--- src/rtl/control_sequencer.sv ---
// Microcoded T-state sequencer for the 4-bit accumulator CPU.
// Decodes step/opcode/flags into datapath strobes and tracks the halt state.
module control_sequencer #(
  parameter int OPCODE_WIDTH = 4,
  parameter int STEP_WIDTH   = 3
) (
  input  logic                    clk,
  input  logic                    rst_n,
  input  logic                    step_en,
  input  logic [OPCODE_WIDTH-1:0] opcode,
  input  logic                    carry,
  input  logic                    zero,
  output logic                    pc_enable,
  output logic                    pc_jump,
  output logic                    pc_out,
  output logic                    mar_in,
  output logic                    ram_in,
  output logic                    ram_out,
  output logic                    ir_in,
  output logic                    ir_out,
  output logic                    a_in,
  output logic                    a_out,
  output logic                    b_in,
  output logic                    alu_out,
  output logic                    alu_sub,
  output logic                    flags_in,
  output logic                    out_in,
  output logic                    halt,
  output logic [STEP_WIDTH-1:0]   step
);

  localparam logic [OPCODE_WIDTH-1:0] OP_LDA = OPCODE_WIDTH'(4'h1);
  localparam logic [OPCODE_WIDTH-1:0] OP_ADD = OPCODE_WIDTH'(4'h2);
  localparam logic [OPCODE_WIDTH-1:0] OP_SUB = OPCODE_WIDTH'(4'h3);
  localparam logic [OPCODE_WIDTH-1:0] OP_STA = OPCODE_WIDTH'(4'h4);
  localparam logic [OPCODE_WIDTH-1:0] OP_LDI = OPCODE_WIDTH'(4'h5);
  localparam logic [OPCODE_WIDTH-1:0] OP_JMP = OPCODE_WIDTH'(4'h6);
  localparam logic [OPCODE_WIDTH-1:0] OP_JC  = OPCODE_WIDTH'(4'h7);
  localparam logic [OPCODE_WIDTH-1:0] OP_JZ  = OPCODE_WIDTH'(4'h8);
  localparam logic [OPCODE_WIDTH-1:0] OP_OUT = OPCODE_WIDTH'(4'hE);
  localparam logic [OPCODE_WIDTH-1:0] OP_HLT = OPCODE_WIDTH'(4'hF);

  localparam logic [STEP_WIDTH-1:0] T0 = STEP_WIDTH'(0);
  localparam logic [STEP_WIDTH-1:0] T1 = STEP_WIDTH'(1);
  localparam logic [STEP_WIDTH-1:0] T2 = STEP_WIDTH'(2);
  localparam logic [STEP_WIDTH-1:0] T3 = STEP_WIDTH'(3);
  localparam logic [STEP_WIDTH-1:0] T4 = STEP_WIDTH'(4);

  logic [STEP_WIDTH-1:0] step_q;
  logic [STEP_WIDTH-1:0] step_d;
  logic [STEP_WIDTH-1:0] last;
  logic                  halted_q;
  logic                  halted_d;
  logic                  act;

  assign act  = step_en & rst_n & ~halted_q;
  assign halt = halted_q;
  assign step = step_q;

  always_ff @(posedge clk) begin
    if (!rst_n) begin
      step_q   <= T0;
      halted_q <= 1'b0;
    end else begin
      step_q   <= step_d;
      halted_q <= halted_d;
    end
  end

  always_comb begin
    last = T2;
    case (opcode)
      OP_LDA, OP_STA: last = T3;
      OP_ADD, OP_SUB: last = T4;
      default:        last = T2;
    endcase
  end

  always_comb begin
    step_d   = step_q;
    halted_d = halted_q;
    if (act) begin
      if (step_q == last) begin
        step_d   = T0;
        halted_d = (opcode == OP_HLT);
      end else begin
        step_d = step_q + STEP_WIDTH'(1);
      end
    end
  end

  // Fetch is opcode-independent; execute decodes per opcode and step.
  always_comb begin
    pc_enable = 1'b0;
    pc_jump   = 1'b0;
    pc_out    = 1'b0;
    mar_in    = 1'b0;
    ram_in    = 1'b0;
    ram_out   = 1'b0;
    ir_in     = 1'b0;
    ir_out    = 1'b0;
    a_in      = 1'b0;
    a_out     = 1'b0;
    b_in      = 1'b0;
    alu_out   = 1'b0;
    alu_sub   = 1'b0;
    flags_in  = 1'b0;
    out_in    = 1'b0;
    if (act) begin
      unique case (1'b1)
        (step_q == T0): begin
          pc_out = 1'b1;
          mar_in = 1'b1;
        end
        (step_q == T1): begin
          ram_out   = 1'b1;
          ir_in     = 1'b1;
          pc_enable = 1'b1;
        end
        (step_q == T2): begin
          case (opcode)
            OP_LDA, OP_ADD, OP_SUB, OP_STA: begin
              ir_out = 1'b1;
              mar_in = 1'b1;
            end
            OP_LDI: begin
              ir_out = 1'b1;
              a_in   = 1'b1;
            end
            OP_JMP: begin
              ir_out  = 1'b1;
              pc_jump = 1'b1;
            end
            OP_JC: begin
              ir_out  = carry;
              pc_jump = carry;
            end
            OP_JZ: begin
              ir_out  = zero;
              pc_jump = zero;
            end
            OP_OUT: begin
              a_out  = 1'b1;
              out_in = 1'b1;
            end
            default: ;
          endcase
        end
        (step_q == T3): begin
          case (opcode)
            OP_LDA: begin
              ram_out = 1'b1;
              a_in    = 1'b1;
            end
            OP_ADD, OP_SUB: begin
              ram_out = 1'b1;
              b_in    = 1'b1;
            end
            OP_STA: begin
              a_out  = 1'b1;
              ram_in = 1'b1;
            end
            default: ;
          endcase
        end
        (step_q == T4): begin
          if (opcode == OP_ADD || opcode == OP_SUB) begin
            alu_out  = 1'b1;
            a_in     = 1'b1;
            flags_in = 1'b1;
            alu_sub  = (opcode == OP_SUB);
          end
        end
        default: ;
      endcase
    end
  end

endmodule

--- config.mk ---
export PLATFORM = sky130hd
export DESIGN_NAME = control_sequencer
export DESIGN_NICKNAME = d
export VERILOG_FILES = /design/src/rtl/control_sequencer.sv
export SDC_FILE = /design/constraint.sdc
export NUM_CORES = 1
export LEC_CHECK = 0
export ABC_AREA = 1
export CORE_ASPECT_RATIO = 0.6
export CORE_MARGIN = 5
export CORE_UTILIZATION = 24
export CTS_CLUSTER_SIZE = 24
export DETAILED_ROUTE_END_ITERATION = 7
export HOLD_SLACK_MARGIN = 0.12
export PLACE_DENSITY_LB_ADDON = 0.15
export SLEW_MARGIN = 10
export SYNTH_ARGS = -nofsm -noshare
export SYNTH_HDL_FRONTEND = slang
export SYNTH_SLANG_ARGS = --single-unit
--- constraint.sdc ---
create_clock -name clk -period 2.9 [get_ports clk]
set_input_delay 0.58 -clock clk [delete_from_list [all_inputs] [get_ports clk]]
set_output_delay 0.58 -clock clk [all_outputs]
set_load 0.005 [all_outputs]
==> results list <==
- Fill count: 227
* Remaining routing DRC violations: 0
- The largest single stage delay on the critical path is 490 ps.
* Antenna violations before repair: 0
- Setup repair after global routing left no endpoint under its margin.
- Worst Setup Start Kind: input port
* Maximum number of pins on one net before global-route repair: 8
- Top Ports: 28
- Clock-pin slew was measured on the worst setup and hold paths at 30 ps.
- For the final routed database, the setup TNS stands at 0 ps.
- CP bufs+invs: 4
* Highest achievable clock rate: 357 MHz
* Final design instance area without fill: 1040 µm²
* Die Footprint: 3580 µm²
* Clock Path Buffers: 2
* Quantity of hold-fixing buffers added after cts: 0
* Total of flip-flops plus latches after synthesis: 4
* Library cell with the largest summed area after synthesis: dfxtp_1
- Number of global-route vias before repair: 671
- Critical register-to-register path endpoint: step[2]
- Worst VDD drop: 0.184 mV
- Sequential fraction of the synthesis area: 13.6%
- Via-per-instance ratio: 4.66
- Die Wd: 74.0 µm
* Number of antenna diodes: 0
- Critical Path End Type: output pin
* Synth unique cells: 28
- Actual slew at the worst max-slew pin: 367 ps
- The critical path crosses 9 cells after its start point.
- In this run the worst path has a maximum fanout of 4.
* Top cells by area in the synthesized netlist: dfxtp_1 (14%), nand2_1 (13%), ha_1 (11%)
- Beginning of the worst hold path: halt
* Final Routed Wirelength: 1.93 mm
* Remaining number of nets flagged by the antenna check after routing: 0
* Final slew viol count: 0
* Total via count after detailed routing: 765
- Final setup violation count: 0
- The congestion estimate from routability-driven global placement came to 0.770.
- Buffers inserted during clock tree synthesis total 3.
* Synth Warn #: 0
- Remaining Overflow, GRT: 0
- DRT iter0 DRCs: 51
- Mean Syn Cell Area: 6.27 µm²
* Worst-case register-to-register setup slack: 1690 ps
* Wire length of the first global-routing pass: 3.22 mm
- After detailed routing, the average wire length per cell comes to 11.8 µm.
- Walking the worst path, the cells encountered are clkdlybuf4s50_1 -> nand2_2 -> nor2_4 -> inv_4 -> nor2_4 -> inv_2 -> a31oi_1 -> or2_1 -> clkdlybuf4s50_1.
- CP Data Arrival Time: 2220 ps
- Measured on the finished design, the core utilization comes to 46.4%.
- Measured along the y axis, the die boundary spans 48.4 µm.
- In this run the number of H-tree levels came out at 1.
- Worst Setup SP: step_en
- The clock arrives with 2.96 ps of skew.
- Power spread over the standard cell area amounts to 286 nW/µm².
- The count of final hold-check violations came to 0.
* CP max stage cell: clkdlybuf4s50_1
- The clock reaches the later pin of the worst-skew pair after 210 ps.
- CTS tree: done
* GRT Util Overall: 11.0%
- In this run the tightest slew margin relative to its limit is 75.5%.
- The worst path needs 2800 ps of the cycle, external delays included.
* Starting Density: 26.3%
- The final critical path takes up 96.7% of the cycle.
* Clk root buf: clkbuf_8
* Count of buffers inserted at the top-level ports: 27
- Static leakage: 0.474 nW
* Post-synth design cell area: 589 µm²
- FF-to-FF Start: step[0]
* Final layout net count: 150
* Share of post-route cells with drive strength above 1: 29.9%
- The first detailed-routing pass ran for 4 iterations.
* Status: completed
* Area share of the largest cell type after synthesis: 13.6%
* Sinks on Clock Net: 4
* Postcts setup bufs: 0
- The tightest min-delay check is of the flip-flop to flip-flop type.
* Critical path data required time: 2320 ps
- Total Power: 0.297 mW
* Cell area after placement: 968 µm²
- The critical path ends at mar_in.
* Number of placement rows: 13
* Area Overhead vs Synth: 76.6%
- Number of max-cap violations: 0
- In this design, the largest share of critical-path delay is due to buffers and inverters.
* Net Count, Synth: 108
- The floorplan step defined a core boundary enclosing 2240 µm².
- The worst register-to-register path has a depth of 5.
- Category of the most critical setup path: input port to output pin
- The cell count after synthesis came out at 94.
- Post-DP HPWL: 1.61 mm
## metrics by stage
step / instances / hold slack, ps / worst slack, ps
2_1_floorplan: 94 / 501 / 1050
3_3_place_gp: 161 / 503 / -102
3_5_place_dp: 161 / 509 / -66.2
4_1_cts: 164 / 519 / 22.0
5_1_grt: 164 / 561 / 13.4
6_report: 164 / 519 / 97.0
## report_power, final
group | switching, mW | internal, mW
Combinational | 0.0585 | 0.0561
Clock | 0.0274 | 0.0884
Sequential | 0.00719 | 0.0597
## cell families (layout without fill, tap and decap cells)
family | count (synthesis) | count (layout) | synth area share [%]
DFF | 4 | 4 | 13.6
AOI/OAI and AO/OA | 12 | 12 | 12.5
adders and majority gates | 5 | 5 | 10.6
buffers and inverters | 17 | 57 | 13.8
and+or+nand+nor | 56 | 56 | 49.5
## cells in the mapped netlist (all sizes together)
cell / instances
a211oi: 1
a21oi: 3
a31oi: 3
and3: 1
buf: 3
dfxtp: 4
ha: 5
inv: 14
nand2: 24
nand3: 8
nand4: 3
nor2: 16
nor3: 3
o21ai: 3
o22ai: 1
o31ai: 1
or2: 1
## repair_timing
item | CTS | global route
hold endpoints to repair | 0 | 0
endpoints found under the setup margin | 3 | 9
pin swaps | 0 | 3
gates resized for setup | 2 | 8
## sequential cells by signal (all words and copies together), names as in the netlist
name and count:
step 3, halt 1
## area by class of cell
class                           instances  area (µm²)  area share [%]
Multi-Input combinational cell         73         447            42.9
Timing Repair Buffer                   40         380            36.5
Sequential cell                         4        80.1            7.69
Inverter                               14        55.1            5.29
Clock buffer                            3        41.3            3.97
Tap cell                               30        37.5            3.61
## cell usage in the layout, fill, tap and decap left out, types with 4 or more instances in the layout
cell,instances
ha_1,5
clkdlybuf4s50_1,22
nand2_1,20
nor2_1,9
dlymetal6s2s_1,5
nor2_4,4
inv_1,7
nand3_1,7
buf_4,13
dfxtp_1,4
inv_2,6
## worst min path at each step
stage / endpoint / slack [ps] / depth (start not counted)
3_3_place_gp: halt / 500 / 2
5_1_grt: halt / 560 / 2
4_1_cts: halt / 520 / 2
6_report: halt / 520 / 2
3_5_place_dp: halt / 510 / 2
2_1_floorplan: halt / 500 / 2
## routing by layer
layer / track usage [%] / vias up / wire length (µm)
met2: 13.5 / 34 / 788
met4: 2.71 / 0 / 0
met1: 17.4 / 344 / 983
met5: 0 / - / 0
met3: 3.70 / 0 / 155
li1: - / 387 / -
## worst reg2reg max path, cell delays in order (launching register included)
cell	delay, ps
dfxtp_1	440
ha_1	220
ha_1	240
nor2_1	110
nand2_1	70
o31ai_1	60
(Power assumes the default switching activity.)
==> variant (same flow settings) <==
Register the output `pc_enable`; this adds one clock of latency there. The other outputs are not delayed to match.
--- a/src/rtl/control_sequencer.sv
+++ b/src/rtl/control_sequencer.sv
@@ -46,6 +46,8 @@
   localparam logic [STEP_WIDTH-1:0] T3 = STEP_WIDTH'(3);
   localparam logic [STEP_WIDTH-1:0] T4 = STEP_WIDTH'(4);
 
+  logic pc_enable_d;
+
   logic [STEP_WIDTH-1:0] step_q;
   logic [STEP_WIDTH-1:0] step_d;
   logic [STEP_WIDTH-1:0] last;
@@ -91,7 +93,7 @@
 
   // Fetch is opcode-independent; execute decodes per opcode and step.
   always_comb begin
-    pc_enable = 1'b0;
+    pc_enable_d = 1'b0;
     pc_jump   = 1'b0;
     pc_out    = 1'b0;
     mar_in    = 1'b0;
@@ -115,7 +117,7 @@
         (step_q == T1): begin
           ram_out   = 1'b1;
           ir_in     = 1'b1;
-          pc_enable = 1'b1;
+          pc_enable_d = 1'b1;
         end
         (step_q == T2): begin
           case (opcode)
@@ -176,5 +178,9 @@
     end
   end
 
+  always_ff @(posedge clk) begin
+    pc_enable <= pc_enable_d;
+  end
+
 endmodule
 
Formal check against the unedited RTL: not equivalent (Yosys sat finds a counterexample within 4 cycles, from zero or initial values and one cycle with rst_n low).
==> variant against the unedited design <==
Sequential cell count grew 1; core utilization shrank 0.78 points; wire length shrank 6.1%; total power grew 6.5%; synthesized area shrank 1.7%; via count shrank 9.3%; first-iteration DRC count shrank 41%; sequential power grew 21%; cell area shrank 2.4%; worst setup slack gained 9.5 ps.
==> variant: results (changes against the unedited design) <==
* Detailed placement HPWL at 1570 µm (-2.2%)
* Multiplexer share of the synthesized area at 0% (unchanged)
* Synth Net Count at 107 (-0.93%)
* Clk Latency, worst-skew pair at 220 ps
* DP Cell Count at 157 (-2.5%)
* Global-route wire length before repair at 2950 µm (-8.3%)
* GP Congestion at 0.840 (+9.1%)
* WL final at 1810 µm (-6.1%)
* Met2 usage at 14.6% (+1.0 points)
* Vias in the first global route at 629 (-6.3%)
* Nets at 146 (-2.7%)
* Top cells by area, synth: dfxtp_1 17%, nand2_1 13%, ha_1 11%
* Ys async rst share at 0% (unchanged)
* Htree depth at 1 (unchanged)
* DR vias at 694 (-9.3%)
* Yosys warns at 0 (unchanged)
* Post-synthesis sequential area ratio at 17.3% (+3.7 points)
* Synth cell types at 26 (-7.1%)
* Family with the most delay on the worst path: buffers and inverters
* Cts bufs inserted at 3 (unchanged)
* Leakage at 0.470 nW (-0.97%)
* Max incr delay on CP at 570 ps (+80 ps)
* CP Buf/Inv Count at 3 (-1)
* HP Class: reg2reg
* Max VDD drop at 0.287 mV (+56%)
* Status: finished clean
* Layout cells sized above 1 at 21.4% (-8.5 points)
* Clk_skew at 1.01 ps (-1.95 ps)
* Initial antenna violation count at 0 (unchanged)
* Met3 usage at 4.40% (+0.70 points)
* Area fraction in compound gates after synthesis at 12.1% (-0.43 points)
* Psw at 0.0959 mW (+3.0%)
* Worst slew pin tran at 325 ps (-41.3 ps)
* Syn Area/Cell at 6.23 µm² (-0.64%)
* Filler instances at 226 (-0.44%)
* Adder-Cell Fraction of Synth Area at 10.8% (+0.18 points)
* Drt drc at 0 (unchanged)
* First drt pass iteration count at 4 (unchanged)
* Area after DPL at 936 µm² (-3.4%)
* Root Driver: clkbuf_8
* Vias per cell at 4.31 (-7.6%)
* Place WS at 6.51 ps (+72.7 ps)
* Final setup fails at 0 (unchanged)
* GR Util met1 at 17.0% (-0.32 points)
* Clock tree buffer depth at 2 (unchanged)
* N_diodes at 0 (unchanged)
* Clock transition at path regs at 30 ps (about the same)
* GR Util All Layers at 11.1% (+0.14 points)
* CP arrival at 2210 ps
* Iter 0 DRT Violations at 30 (-41%)
* Most instantiated cells after synthesis: 20 x nand2_1, 11 x nor2_1, 7 x inv_1, 7 x nand3_1
-- variant: cell types whose count changed in the layout (fill, tap and decap cells not counted), moves of 2 or more --
| cell | unedited run | this run |
|---|---|---|
| nor2_2 | 3 | 1 |
| buf_4 | 13 | 9 |
| clkinv_1 | 0 | 2 |
| inv_2 | 6 | 4 |
-- variant: final cells by class --
cell class / count / area, µm² / share of cell area (%)
Multi-Input combinational cell: 73 / 434 / 42.7
Timing Repair Buffer: 36 / 350 / 34.5
Sequential cell: 5 / 100 / 9.85
Inverter: 13 / 48.8 / 4.80
Clock buffer: 4 / 45.0 / 4.43
Tap cell: 30 / 37.5 / 3.69
-- variant: cells by family (layout without fill, tap and decap cells) --
logic type                 after synthesis  after routing
and+or+nand+nor                         56             56
buffers and inverters                   15             53
AOI/OAI and AO/OA                       12             12
adders and majority gates                5              5
DFF                                      5              5
-- variant: repair_timing --
item | in CTS | in global routing
endpoints found under the setup margin | 0 | 9
buffers inserted | 0 | 0
gates resized for setup | 0 | 10
-- variant: worst paths after layout --
path	cells after the start	start	slack [ps]	endpoint
setup reg to reg	5	step[0]	1700	step[2]
setup / recovery	8	opcode[0]	110	a_in
hold / removal	2	halt	500	halt
hold reg to reg	2	halt	500	halt
-- variant: power by group through the flow --
| stage | sequential [mW] | combinational [mW] | clock [mW] |
|---|---|---|---|
| after floorplan | 0.0811 | 0.0531 | 0 |
| after global placement | 0.0822 | 0.105 | 0 |
| after detailed placement | 0.0820 | 0.105 | 0 |
| after CTS | 0.0811 | 0.105 | 0.131 |
| after global routing | 0.0817 | 0.120 | 0.145 |
| final | 0.0811 | 0.108 | 0.128 |
-- variant: layer usage --
layer	vias up	wire [µm]
met5	-	0
met4	0	0
met3	0	178
met2	28	682
met1	285	950
li1	381	-
